`config.mk`:
```
export PLATFORM = sky130hd
export DESIGN_NAME = modport_fifo
export DESIGN_NICKNAME = d
export VERILOG_FILES = /design/src/rtl/fifo_pkg.sv /design/src/rtl/fifo_mem.sv /design/src/rtl/modport_fifo.sv
export SDC_FILE = /design/constraint.sdc
export NUM_CORES = 1
export LEC_CHECK = 0
export BUFFER_PORTS_ARGS = -buffer_cell sky130_fd_sc_hd__clkbuf_2
export CAP_MARGIN = 20
export CORE_UTILIZATION = 59
export CTS_CLUSTER_SIZE = 20
export DETAILED_ROUTE_END_ITERATION = 7
export PLACE_DENSITY = 0.76
export SYNTH_ARGS = -nofsm -noshare
export SYNTH_HDL_FRONTEND = slang
export SYNTH_SLANG_ARGS = --single-unit
export TNS_END_PERCENT = 20
```
`constraint.sdc`:
```
create_clock -name clk -period 2.9 [get_ports clk]
set_input_delay 0.145 -clock clk [delete_from_list [all_inputs] [get_ports clk]]
set_output_delay 0.145 -clock clk [all_outputs]
set_load 0.05 [all_outputs]
```
`src/rtl/fifo_pkg.sv`:
```
// Shared defaults and data type for the modport_fifo codebase slice.
package fifo_pkg;

    localparam int DEF_DATA_W = 8;
    localparam int DEF_DEPTH  = 16;

    typedef logic [DEF_DATA_W-1:0] data_t;

endpackage

```
`src/rtl/fifo_mem.sv`:
```
// Register-array storage: one synchronous write port, one combinational read port.
module fifo_mem
    import fifo_pkg::*;
#(
    parameter int DATA_W = DEF_DATA_W,
    parameter int DEPTH  = DEF_DEPTH,
    parameter int ADDR_W = $clog2(DEPTH)
) (
    input  logic              clk,
    input  logic              we,
    input  logic [ADDR_W-1:0] waddr,
    input  logic [DATA_W-1:0] wdata,
    input  logic [ADDR_W-1:0] raddr,
    output logic [DATA_W-1:0] rdata
);

    // Storage is deliberately not reset; the empty flag fences off stale entries.
    logic [DATA_W-1:0] mem_q [DEPTH];

    always_ff @(posedge clk) begin
        if (we) begin
            mem_q[waddr] <= wdata;
        end
    end

    assign rdata = mem_q[raddr];

endmodule

```
`src/rtl/modport_fifo.sv`:
```
// Synchronous FIFO with active-low strobes, registered dout and registered full/empty.
module modport_fifo
    import fifo_pkg::*;
#(
    parameter int DATA_W = DEF_DATA_W,
    parameter int DEPTH  = DEF_DEPTH
) (
    input  logic              clk,
    input  logic              rst,
    input  logic              wr_n,
    input  logic              rd_n,
    input  logic [DATA_W-1:0] din,
    output logic [DATA_W-1:0] dout,
    output logic              full,
    output logic              empty
);

    localparam int ADDR_W = $clog2(DEPTH);
    localparam logic [ADDR_W:0] FULL_CNT = (ADDR_W + 1)'(DEPTH);

    logic [ADDR_W-1:0] wptr_q, wptr_d;
    logic [ADDR_W-1:0] rptr_q, rptr_d;
    logic [ADDR_W:0]   count_q, count_d;
    logic [DATA_W-1:0] dout_q, dout_d;
    logic              full_q, full_d;
    logic              empty_q, empty_d;
    logic              wr_acc;
    logic              rd_acc;
    logic [DATA_W-1:0] mem_rdata;

    // Acceptance uses the registered flags, so a full FIFO still reads and an empty one still writes.
    assign wr_acc = !wr_n && !full_q;
    assign rd_acc = !rd_n && !empty_q;

    fifo_mem #(
        .DATA_W (DATA_W),
        .DEPTH  (DEPTH),
        .ADDR_W (ADDR_W)
    ) u_mem (
        .clk   (clk),
        .we    (wr_acc),
        .waddr (wptr_q),
        .wdata (din),
        .raddr (rptr_q),
        .rdata (mem_rdata)
    );

    always_comb begin
        wptr_d  = wptr_q;
        rptr_d  = rptr_q;
        count_d = count_q;
        dout_d  = dout_q;

        if (wr_acc) begin
            wptr_d = wptr_q + 1'b1;
        end
        if (rd_acc) begin
            rptr_d = rptr_q + 1'b1;
            dout_d = mem_rdata;
        end

        case ({wr_acc, rd_acc})
            2'b10:   count_d = count_q + 1'b1;
            2'b01:   count_d = count_q - 1'b1;
            default: count_d = count_q;
        endcase

        full_d  = (count_d == FULL_CNT);
        empty_d = (count_d == '0);
    end

    always_ff @(posedge clk) begin
        if (rst) begin
            wptr_q  <= '0;
            rptr_q  <= '0;
            count_q <= '0;
            dout_q  <= '0;
            full_q  <= 1'b0;
            empty_q <= 1'b1;
        end else begin
            wptr_q  <= wptr_d;
            rptr_q  <= rptr_d;
            count_q <= count_d;
            dout_q  <= dout_d;
            full_q  <= full_d;
            empty_q <= empty_d;
        end
    end

    assign dout  = dout_q;
    assign full  = full_q;
    assign empty = empty_q;

endmodule

```
# --- After elaboration in Yosys (flattened, before gate mapping) ---
# Memory sizes are Yosys's and may differ from the RTL's. A register that Yosys moved wholly into a read port is not among the register bits.
# Index checks and enable logic that the tools add are counted.
op_classes:
  n_addsub: 4
  eq_ne: 3
  n_mux: 3
  n_reduce_logical: 7
ops:
  columns: ["operator", "count"]
  rows:
  - ["$pmux W5 S2", 1]
  - ["$add A4 B1 Y4 const B", 2]
  - ["$add A5 B1 Y5 const B", 1]
  - ["$eq A5 B5 Y1 const B", 1]
  - ["$logic_not A5 Y1", 1]
  - ["$sub A5 B1 Y5 const B", 1]
  - ["$logic_not A1 Y1", 4]
  - ["$eq A2 B1 Y1 const B", 1]
  - ["$eq A2 B2 Y1 const B", 1]
  - ["$logic_and A1 B1 Y1", 2]
  - ["$mux W1", 2]
word_totals:
  register_bits: 15
  ram_bits: 128
  inputBits: 12
  output_inout_bits: 10
  mem_count: 1
mem_list:
  columns: ["name", "depth", "width", "rd", "rd_clocked_by_memory_dff", "write_ports", "line", "source"]
  rows:
  - ["u_mem.mem_q", 16, 8, 1, 1, 1, "fifo_mem.sv:18", "logic [DATA_W-1:0] mem_q [DEPTH];"]

# --- Logic depth before layout (Yosys ltp) ---
# Gate-level depths: netlist of run 1.
depth:
  word_depth: 5
  mapped_depth: 10

# --- By module ---
# From an unflattened synthesis of run 1, not the netlist that was laid out.
unflattened:
  cells_unflattened: 344
  hier_area_um2: 6045.8
by_module_without_submodules:
  columns: ["module", "n_inst", "cells_per_inst", "area_per_inst_um2", "seq_area_each_um2"]
  rows:
  - ["fifo_mem", 1, 221, 4987.3, 3843.7]
  - ["modport_fifo", 1, 123, 1058.5, 460.4]

# --- Least setup slack after synthesis of run 1 ---
# OpenSTA, ideal clock, no wires.
synth_timing:
  path_kind: "reg-to-reg"
  start: "reg empty_q, in the netlist empty"
  end: "reg empty_q, in the netlist empty"
  setup_time_ns: 0.128
  t_arrival_ns: 2.299
  required_time_ns: 2.772
  setup_slack_ns: 0.473
  stages_incl_launch_ff: 11
  path_buffers: 0
  cell_sequence: "dfxtp_1 > or2_1 > clkinv_1 > nand2_1 > xnor2_1 > ha_1 > a21oi_1 > a21boi_0 > nor3_1 > o31ai_1 > o31ai_1"
synth_via:
  elab_chain_cells: 5
  elab_cells_between_ends: 6
  classes_between: "eq/ne: 2; mux: 1; reduce/logical: 3"
synth_lines:
  columns: ["item", "line", "source"]
  rows:
  - ["start: declaration", "modport_fifo.sv:26", "logic empty_q, empty_d;"]
  - ["start signal: assignment", "modport_fifo.sv:86", "empty_q <= empty_d;"]
  - ["$logic_not A1 Y1 (*)", "modport_fifo.sv:33", "assign rd_acc = !rd_n && !empty_q;"]
  - ["$logic_and A1 B1 Y1 (*)", "modport_fifo.sv:33", null]
  - ["$eq A2 B1 Y1 or $eq A2 B2 Y1 (tied branches)", "modport_fifo.sv:62", "case ({wr_acc, rd_acc})"]
  - ["$pmux W5 S2 (*)", "modport_fifo.sv:62", null]
  - ["$logic_not A5 Y1 (*)", "modport_fifo.sv:69", "empty_d = (count_d == '0);"]
# Every way passes the cells marked *; elsewhere a longest branch is shown, timed or not.
# A chain may end at the register's enable or synchronous reset.

# --- Worst setup path in the final report of run 1 ---
layout_timing:
  start: "reg empty_q, in the netlist empty"
  end: "reg full_q, in the netlist full"
layout_via:
  elab_chain_cells: 5
  elab_cells_between_ends: 6
  classes_between: "eq/ne: 3; mux: 1; reduce/logical: 2"
layout_lines:
  columns: ["item", "line", "source"]
  rows:
  - ["$logic_not A1 Y1 (*)", "modport_fifo.sv:33", null]
  - ["$logic_and A1 B1 Y1 (*)", "modport_fifo.sv:33", null]
  - ["$eq A2 B1 Y1 or $eq A2 B2 Y1 (tied branches)", "modport_fifo.sv:62", null]
  - ["$pmux W5 S2 (*)", "modport_fifo.sv:62", null]
  - ["$eq A5 B5 Y1 (*)", "modport_fifo.sv:68", "full_d = (count_d == FULL_CNT);"]
  - ["end signal: assignment", "modport_fifo.sv:85", "full_q <= full_d;"]
  - ["end: declaration", "modport_fifo.sv:25", "logic full_q, full_d;"]
# Marked as above.

==> summary.txt, run 1 <==
Placement
  • DP Worst Slack: 0.507 ns
  • IO Port Bufs: 21
  • GP Congestion: 0.819
  • DP HPWL: 6.73 mm
  • Post-DP Area: 6280 um2

Power
  • P_leak: 2.32 nW
  • Switching power total: 1.28 mW
  • Sequential share of power: 45.6%
  • Clk network pwr share: 41.9%
  • Comb pwr share: 12.5%
  • Power Total: 5.45 mW
  • Internal power: 4.17 mW
  • Cell Pwr Density: 790 nW/um2
  • Peak supply drop: 0.535 mV
  • Sw Share: 23.5%

Global route
  • Initial antenna violation count: 0
  • First-pass GRT wire length: 16.9 mm
  • Vias in the first global route: 2995
  • Overflow after GRT: 0
  • Total track usage: 23.5%
  • Pin count of the biggest net entering global routing: 36

Hold path
  • Hold_sp: din[0]
  • Hold Path End: u_mem.mem_q[7][0]
  • Worst Hold Depth: 1
  • HP Class: input port to flop

Logic synthesis
  • Synth Register Bits: 151
  • Syn nets: 361
  • Synth area leaders: edfxtp_1 64%, dfxtp_1 7.6%, mux4_1 7.4%
  • Cell accounting for the most synthesized area: edfxtp_1
  • Synth top area share: 63.5%
  • Number of synthesized flops with an enable pin: 128
  • Post-synth top cells: 128 x edfxtp_1, 32 x nor2_1, 23 x dfxtp_1, 21 x a21oi_1, 17 x mux4_1
  • Most common cell in the netlist: edfxtp_1
  • Avg Synthesized Cell Area: 17.7 um2
  • Mapped Area: 6050 um2
  • Yosys cell types: 39
  • Asr flop ratio synth: 0%
  • Post-Syn Instances: 342
  • Syn. warnings: 0
  • Seq/Total Area, Yosys: 71.1%
  • Synth Flop Type: edfxtp_1

Detailed routing
  • Router iterations before antenna repair: 5
  • DR vias/cell: 5.96
  • Antenna viol nets, final: 0
  • DRC: 0
  • Via Count: 3091
  • Initial drt markers: 226
  • Wirelength per Cell: 21.7 um
  • Drt total wl: 11.3 mm

Clock tree
  • H-tree depth: 4
  • Hold-fix buffers, CTS: 0
  • CTS Buf Count: 17
  • Latest clock arrival within the worst-skew pair: 0.52 ns
  • Post-CTS Setup Bufs: 0
  • CTS max path bufs: 2
  • Cts repair resizes: 0
  • Root buf cell: clkbuf_8
  • Clock Pin Slew Worst Setup and Hold Paths: 0.06 ns
  • CTS tree: done
  • Clk sink count: 151

Cells and area
  • Area Growth Syn to Fin: 14.1%
  • Register area: 4310 um2
  • Filler cell count: 601
  • Post-route cell area: 6900 um2
  • Area occupied by multi-input gates: 1600 um2
  • Nets: 392
  • Antenna Cells: 0
  • Share of layout cells above drive strength 1: 19.9%

Floorplan
  • Initial Util: 61.3%
  • Die ar.: 10700 um2
  • # IOs: 22
  • Core area: 9860 um2
  • Die W: 103 um
  • # rows: 36
  • Die Y: 103 um

STA
  • Final setup viols: 0
  • Crit share post-route: 83.9%
  • Fmax: 0.411 GHz
  • Minimum clock period: 2.43 ns
  • Setup tns final: 0 ns
  • Hold Fails Final Rpt: 0
  • Worst slew margin: 39.8%
  • Clock Skews: 0.0121 ns
  • Worst Max-Slew Pin Slew: 0.900 ns
  • Max Slew Vio Count: 0
  • Unrepaired setup endpoints after global routing: false
  • Final setup margin: 0.468 ns

Outcome
  • Status: complete, no violations

Setup path
  • Worst setup EP type: flop
  • Worst reg2reg path endpoint: full
  • WP data required: 3.32 ns
  • CP Data Arrival Time: 2.85 ns
  • R2r setup slk: 0.47 ns
  • CP max FO: 8
  • Worst setup SP type: flop
  • Launch point of the worst reg-to-reg path: empty
  • R2R depth: 10
  • Crit Path Class: flop to flop

Job
  • Max_cap viols: 0
[area by class of cell]
type | instances | area share [%]
clock inverters | 10 | 2.39
clock buffers | 22 | 6.56
repair buffers | 30 | 2.68
multi-input cells | 167 | 23.2
well taps | 133 | 2.41
inverters | 6 | 0.326
flip-flops and latches | 151 | 62.4
[worst max-delay path, stage by stage (launching register included)]
cell      delay (ns)
dfxtp_1         0.32
or2_1           0.13
clkinv_1        0.22
nand2_1         0.18
xnor2_1         0.13
ha_1            0.21
nor4b_1         0.35
nand3_1         0.16
a31oi_2         0.28
xnor2_1         0.14
nor4_2          0.23
[power by group through the flow]
stage / Sequential, mW / Clock, mW / Combinational (mW)
2_1_floorplan: 2.59 / 0 / 0.463
5_1_grt: 2.49 / 2.41 / 0.736
4_1_cts: 2.48 / 2.30 / 0.684
3_5_place_dp: 2.53 / 0 / 0.676
6_report: 2.49 / 2.28 / 0.680
3_3_place_gp: 2.52 / 0 / 0.659
[worst max path at each step]
| stage | end | startpoint | slack, ns |
|---|---|---|---|
| finish | full | empty | 0.47 |
| global route | full | empty | 0.27 |
| CTS | full | empty | 0.44 |
| detailed placement | empty | empty | 0.51 |
| global placement | empty | empty | 0.63 |
| floorplan | empty | empty | 0.47 |
[sequential cells by signal, summed over array words and instances, names as in the netlist]
register / flops
count_q: 5
empty: 1
wptr_q: 4
u_mem.mem_q: 128
dout: 8
full: 1
rptr_q: 4
[metrics by stage]
stage | std cells | hold slack [ns] | util, %
5_1_grt | 519 | 0.0394 | 70.0
6_report | 519 | 0.0352 | 70.0
4_1_cts | 519 | 0.0304 | 70.0
3_5_place_dp | 487 | 0.474 | 63.7
3_3_place_gp | 487 | 0.468 | 63.7
2_1_floorplan | 342 | 0.216 | -
[layout by cell type (no fill, tap or decap), types with 6 or more instances in the layout]
cell type / count
nand2_1: 12
a22oi_1: 16
buf_4: 8
edfxtp_1: 128
dfxtp_1: 22
clkbuf_16: 16
nor2_1: 32
clkbuf_2: 21
xnor2_1: 6
nor3_1: 8
a21oi_1: 21
mux4_2: 15
ha_1: 7
mux4_1: 17
[routing by layer]
layer  GRT usage [%]  share of wire, %  vias to the layer above
li1                -                 -                     1430
met1            30.5                42                     1546
met2            38.3                50                       98
met3            6.45               5.4                       17
met4            9.43               2.2                        0
met5               0                 0                        -
[kinds of logic after synthesis]
kind of cell | after synthesis | share of synthesized area [%]
AO/OA/AOI/OAI | 46 | 4.88
XOR/XNOR | 11 | 1.59
adder cells (fa/ha/maj) | 7 | 1.45
buffers and inverters | 24 | 2.34
flip-flops | 151 | 71.1
multiplexers | 33 | 13.1
AND/OR/NAND/NOR | 70 | 5.46
No activity file was read; power rests on OpenSTA's default activity.
==> inputs of run 2 (changes only) <==
Settings changed: ABC_AREA set to 1, CORE_UTILIZATION 59 to 55, PLACE_DENSITY 0.76 to 0.75.
Clock period 2.9 ns to 2.2 ns, I/O delays scaled along.
==> run 2 against run 1 <==
- maximum frequency grew 27%
- clock power increased by 30%
- sequential share of layout area is 1.7 points lower
- highest routed layer unchanged
- global-route usage increased by 2.6 points
- clock-buffer cell count decreased by 4
- sequential power is 31% higher
- critical endpoint unchanged
- die area increased by 9.2%
- largest power group unchanged
- wire length is 22% higher
- hold slack worse by 0.022 ns
==> summary.txt, run 2 <==
Clock tree
  • Root buf cell: clkbuf_8
  • H-tree depth: 4
  • CTS tree: done
  • CTS Buf Count: 17
  • Post-CTS Setup Bufs: 0
  • CTS max path bufs: 2
  • Clk sink count: 151
  • Latest clock arrival within the worst-skew pair: 0.54 ns
  • Clock Pin Slew Worst Setup and Hold Paths: 0.06 ns

Placement
  • DP HPWL: 8.20 mm
  • Post-Place Cells: 686
  • IO Port Bufs: 21
  • GP Congestion: 0.912
  • DP Worst Slack: 0.328 ns

Floorplan
  • Die ar.: 11600 um2
  • Core area: 10900 um2
  • # rows: 38
  • Die W: 108 um
  • # IOs: 22
  • Initial Util: 56.7%
  • Die Y: 108 um

Logic synthesis
  • Yosys cell types: 25
  • Synth area leaders: edfxtp_1 62%, dfxtp_1 7.5%, nor2_1 6.9%
  • Most common cell in the netlist: edfxtp_1
  • Synth top area share: 62.3%
  • Seq/Total Area, Yosys: 69.8%
  • Asr flop ratio synth: 0%
  • Post-synth top cells: 128 x edfxtp_1, 113 x nor2_1, 53 x o21ai_0, 37 x nand2_1, 32 x inv_1
  • Number of synthesized flops with an enable pin: 128
  • Avg Synthesized Cell Area: 11.6 um2
  • Synth Flop Type: edfxtp_1
  • Mapped Area: 6170 um2
  • Post-Syn Instances: 530
  • Cell accounting for the most synthesized area: edfxtp_1
  • Syn nets: 549
  • Syn. warnings: 0
  • Synth Register Bits: 151

Cells and area
  • Antenna Cells: 0
  • Cell Count, Final, Fillers Out: 719
  • Register area: 4310 um2
  • Commonest non-fill, non-tap cell in the layout: edfxtp_1
  • Area occupied by multi-input gates: 1570 um2
  • Filler cell count: 812
  • Area Growth Syn to Fin: 15.0%
  • Most frequent cells in the layout: 128 x edfxtp_1, 113 x nor2_1, 53 x o21ai_0
  • Share of layout cells above drive strength 1: 13.8%
  • Largest register FFs: 128
  • Largest reg by FF count: u_mem.mem_q
  • Nets: 585

Global route
  • First-pass GRT wire length: 21.8 mm
  • Overflow after GRT: 0
  • Total track usage: 26.1%
  • Pin count of the biggest net entering global routing: 67
  • Initial antenna violation count: 0
  • Vias in the first global route: 4170

Setup path
  • CP max FO: 10
  • WP data required: 2.63 ns
  • Most numerous cell on the critical path: nand2_1
  • Max stage delay on crit path: 0.32 ns
  • Worst path cell trace: inv_1 > nand2_2 > nand2_2 > nand2_1 > nand2_1 > inv_1 > ha_1 > inv_1 > nand2_1 > nand3_1 > o21ai_1 > nand3_1 > nand2_1 > nand2_1 > nand2_1 > nor2_1
  • R2R depth: 16
  • CP Data Arrival Time: 2.36 ns
  • Max stage delay cell, worst path: dfxtp_1
  • Worst path top cell family by delay: simple AND/OR/NAND/NOR gates
  • Crit Path Class: flop to flop
  • Worst setup EP type: flop
  • Critical path buffer and inverter count: 3
  • WP depth: 16
  • Worst setup SP type: flop

Outcome
  • Status: complete, no violations

STA
  • Worst Max-Slew Pin Slew: 0.597 ns
  • Unrepaired setup endpoints after global routing: false
  • Final setup viols: 0
  • Max Slew Vio Count: 0
  • Crit share post-route: 87.4%
  • Hold Fails Final Rpt: 0
  • Worst slew margin: 59.9%
  • Minimum clock period: 1.92 ns
  • Setup tns final: 0 ns
  • Fmax: 0.520 GHz
  • Final setup margin: 0.278 ns
  • Clock Skews: 0.00767 ns

Hold path
  • HP Class: input port to flop
  • Worst Hold Depth: 1

Detailed routing
  • Router iterations before antenna repair: 4
  • Drt total wl: 13.7 mm
  • DR vias/cell: 5.94
  • Initial drt markers: 494
  • Wirelength per Cell: 19.1 um
  • Via Count: 4269
  • DRC: 0
  • Antenna viol nets, final: 0

Power
  • Cell Pwr Density: 1030 nW/um2
  • Peak supply drop: 0.837 mV
  • P_leak: 2.56 nW

Job
  • Max_cap viols: 0
run 2: changes by cell type after synthesis, moves of 8 or more:
cell      previous run  this run
mux4_1              17         0
o221ai_1             0        22
o21ai_0              1        53
o22ai_1              2        10
nand3_1              1        27
nor2_1              32       113
a21oi_1             21         7
o21ai_1              0        26
inv_1                5        32
mux4_2              15         0
a22oi_1             16         0
nand2_1             12        37
run 2: final timing paths:
| check | start | end | slack [ns] |
|---|---|---|---|
| max | full | full | 0.28 |
| max reg2reg | full | full | 0.28 |
| min reg2reg | count_q[3] | count_q[3] | 0.53 |
| min | din[7] | u_mem.mem_q[13][7] | 0.01 |
run 2: metal layers:
metal	share of wire [%]	up-vias	track usage [%]
li1	-	1970	-
met5	0	-	0
met2	49	191	42.4
met3	7.3	29	7.63
met1	42	2079	33.1
met4	2.2	0	10.7
run 2: power by group:
part / total, mW / internal (mW) / switching, mW
registers: 3.26 / 3.20 / 0.0573
clock network: 2.96 / 1.83 / 1.13
logic: 1.06 / 0.310 / 0.747
total: 7.27 / 5.34 / 1.93
run 2: what timing repair did:
action,4_1_cts,5_1_grt
hold buffers,1,0
hold endpoints to repair,1,0
gates resized for setup,0,0
run 2: layout make-up:
| cell class | count | share of cell area [%] |
|---|---|---|
| clock buffer | 18 | 5.89 |
| clock inverter | 14 | 2.56 |
| inverter | 36 | 1.91 |
| multi-input combinational | 315 | 22.1 |
| sequential | 151 | 60.7 |
| tap | 140 | 2.47 |
| timing repair buffer | 45 | 4.41 |
run 2: logic make-up after synthesis:
kind of cell / count (synthesis) / synth area share (%)
fa+ha+maj: 7 / 1.42
buf+inv: 64 / 4.87
compound gates: 124 / 11.8
flops: 151 / 69.8
simple gates: 183 / 12.0
xor+xnor: 1 / 0.142
run 2: metrics by stage:
stage	instance area, um2	power, mW	hold WS (ns)	util, %
3_5_place_dp	6480	4.35	0.490	59.5
2_1_floorplan	6170	4.08	0.209	-
4_1_cts	7090	7.28	0.00256	65.1
5_1_grt	7090	7.55	0.0174	65.1
3_3_place_gp	6480	4.30	0.496	59.5
6_report	7090	7.27	0.0133	65.1
==> inputs of run 3 (changes only) <==
Settings changed: ABC_AREA 1 to not set, SKIP_CTS_REPAIR_TIMING set to 1.
==> run 3 against run 2 <==
- non-clock buffer count is 2 higher
- sequential power hardly changed
- clock skew hardly changed
- critical path type unchanged
==> summary.txt, run 3 (synthesis gave the netlist of run 1 again) <==
Outcome
  • Status: complete, no violations

Clock tree
  • H-tree depth: 4
  • Clock Pin Slew Worst Setup and Hold Paths: 0.06 ns
  • Latest clock arrival within the worst-skew pair: 0.53 ns
  • CTS max path bufs: 2
  • Clk sink count: 151
  • CTS tree: done
  • Root buf cell: clkbuf_8
  • CTS Buf Count: 17

Job
  • Max_cap viols: 0

Floorplan
  • Die Y: 107 um
  • Core area: 10500 um2
  • Die W: 107 um
  • # IOs: 22
  • Die ar.: 11400 um2
  • Initial Util: 57.6%
  • # rows: 37

Cells and area
  • Antenna Cells: 0
  • Largest register FFs: 128
  • Post-route cell area: 7070 um2
  • Largest reg by FF count: u_mem.mem_q
  • Most frequent cells in the layout: 128 x edfxtp_1, 32 x nor2_1, 24 x buf_4
  • Share of layout cells above drive strength 1: 25.1%
  • Commonest non-fill, non-tap cell in the layout: edfxtp_1
  • Core Util, Final: 67.3%
  • Area Growth Syn to Fin: 16.9%
  • Nets: 409

Detailed routing
  • DRC: 0
  • Antenna viol nets, final: 0
  • Initial drt markers: 239
  • Wirelength per Cell: 22.0 um
  • DR vias/cell: 5.99
  • Drt total wl: 11.8 mm
  • Router iterations before antenna repair: 4
  • Via Count: 3231

Setup path
  • CP Data Arrival Time: 2.58 ns
  • Worst setup SP type: flop
  • Crit Path Class: flop to flop
  • WP data required: 2.61 ns
  • CP max FO: 4
  • Worst setup EP type: flop

STA
  • Crit share post-route: 98.9%
  • Hold Fails Final Rpt: 0
  • Minimum clock period: 2.18 ns
  • Worst slew margin: 54.2%
  • Unrepaired setup endpoints after global routing: true
  • Final setup margin: 0.0249 ns
  • Worst Max-Slew Pin Slew: 0.684 ns
  • Final setup viols: 0
  • Max Slew Vio Count: 0
  • Fmax: 0.460 GHz
  • Clock Skews: 0.00729 ns

Global route
  • Initial antenna violation count: 0
  • Total track usage: 23.2%
  • First-pass GRT wire length: 18.3 mm
  • Vias in the first global route: 3377
  • Pin count of the biggest net entering global routing: 36
  • Overflow after GRT: 0

Power
  • Peak supply drop: 0.640 mV
  • P_leak: 2.40 nW
  • Cell Pwr Density: 1010 nW/um2

Placement
  • DP HPWL: 7.22 mm
  • IO Port Bufs: 21
  • DP Worst Slack: -0.0280 ns
  • Post-DP Area: 6430 um2
  • GP Congestion: 0.777

Hold path
  • HP Class: input port to flop
## run 3: final timing paths
check           from  slack, ns                 end  cells after the start
max            empty       0.02               empty                     10
min           din[7]       0.02  u_mem.mem_q[15][7]                      1
max reg2reg    empty       0.02               empty                     10
min reg2reg  dout[6]       0.51             dout[6]                      2
## run 3: critical path, cell delays in order (launching register included)
cell and delay, ns:
dfxtp_4 0.34, or2_1 0.24, clkinv_1 0.07, nand2_1 0.08, xnor2_1 0.14, ha_2 0.20, a21oi_1 0.20, a21boi_1 0.29
nor3_1 0.11, o31ai_2 0.31, o31ai_1 0.09
## run 3: layout make-up
cell class                 count  area [um2]
timing repair buffer          47         325
inverter                       6        22.5
sequential                   151        4310
clock buffer                  19         422
tap                          136         170
fill                         682        3440
clock inverter                13         180
multi-input combinational    167        1640
## run 3: power breakdown
part	total [mW]	internal, mW	switching, mW	leakage [nW]
logic	0.945	0.402	0.543	0.765
registers	3.28	3.21	0.0718	1.35
clock network	2.92	1.83	1.09	0.289
## run 3: through the flow
step | TNS, ns | cells | hold WS [ns] | total power, mW
after floorplan | 0 | 342 | 0.174 | 4.03
after global placement | 0 | 507 | 0.470 | 4.22
after detailed placement | -0.0280 | 507 | 0.493 | 4.25
after CTS | -0.0946 | 539 | -0.0113 | 7.16
after global routing | -0.199 | 539 | 0.0146 | 7.42
final | 0 | 539 | 0.0177 | 7.15
## run 3: routing by layer
metal  routed length, um  up-vias  GRT usage, %
met4                 237        0          10.9
met3                 692       19          7.29
li1                    -     1455             -
met5                   0        -             0
met2                6300      103          38.8
met1                4620     1654          27.3
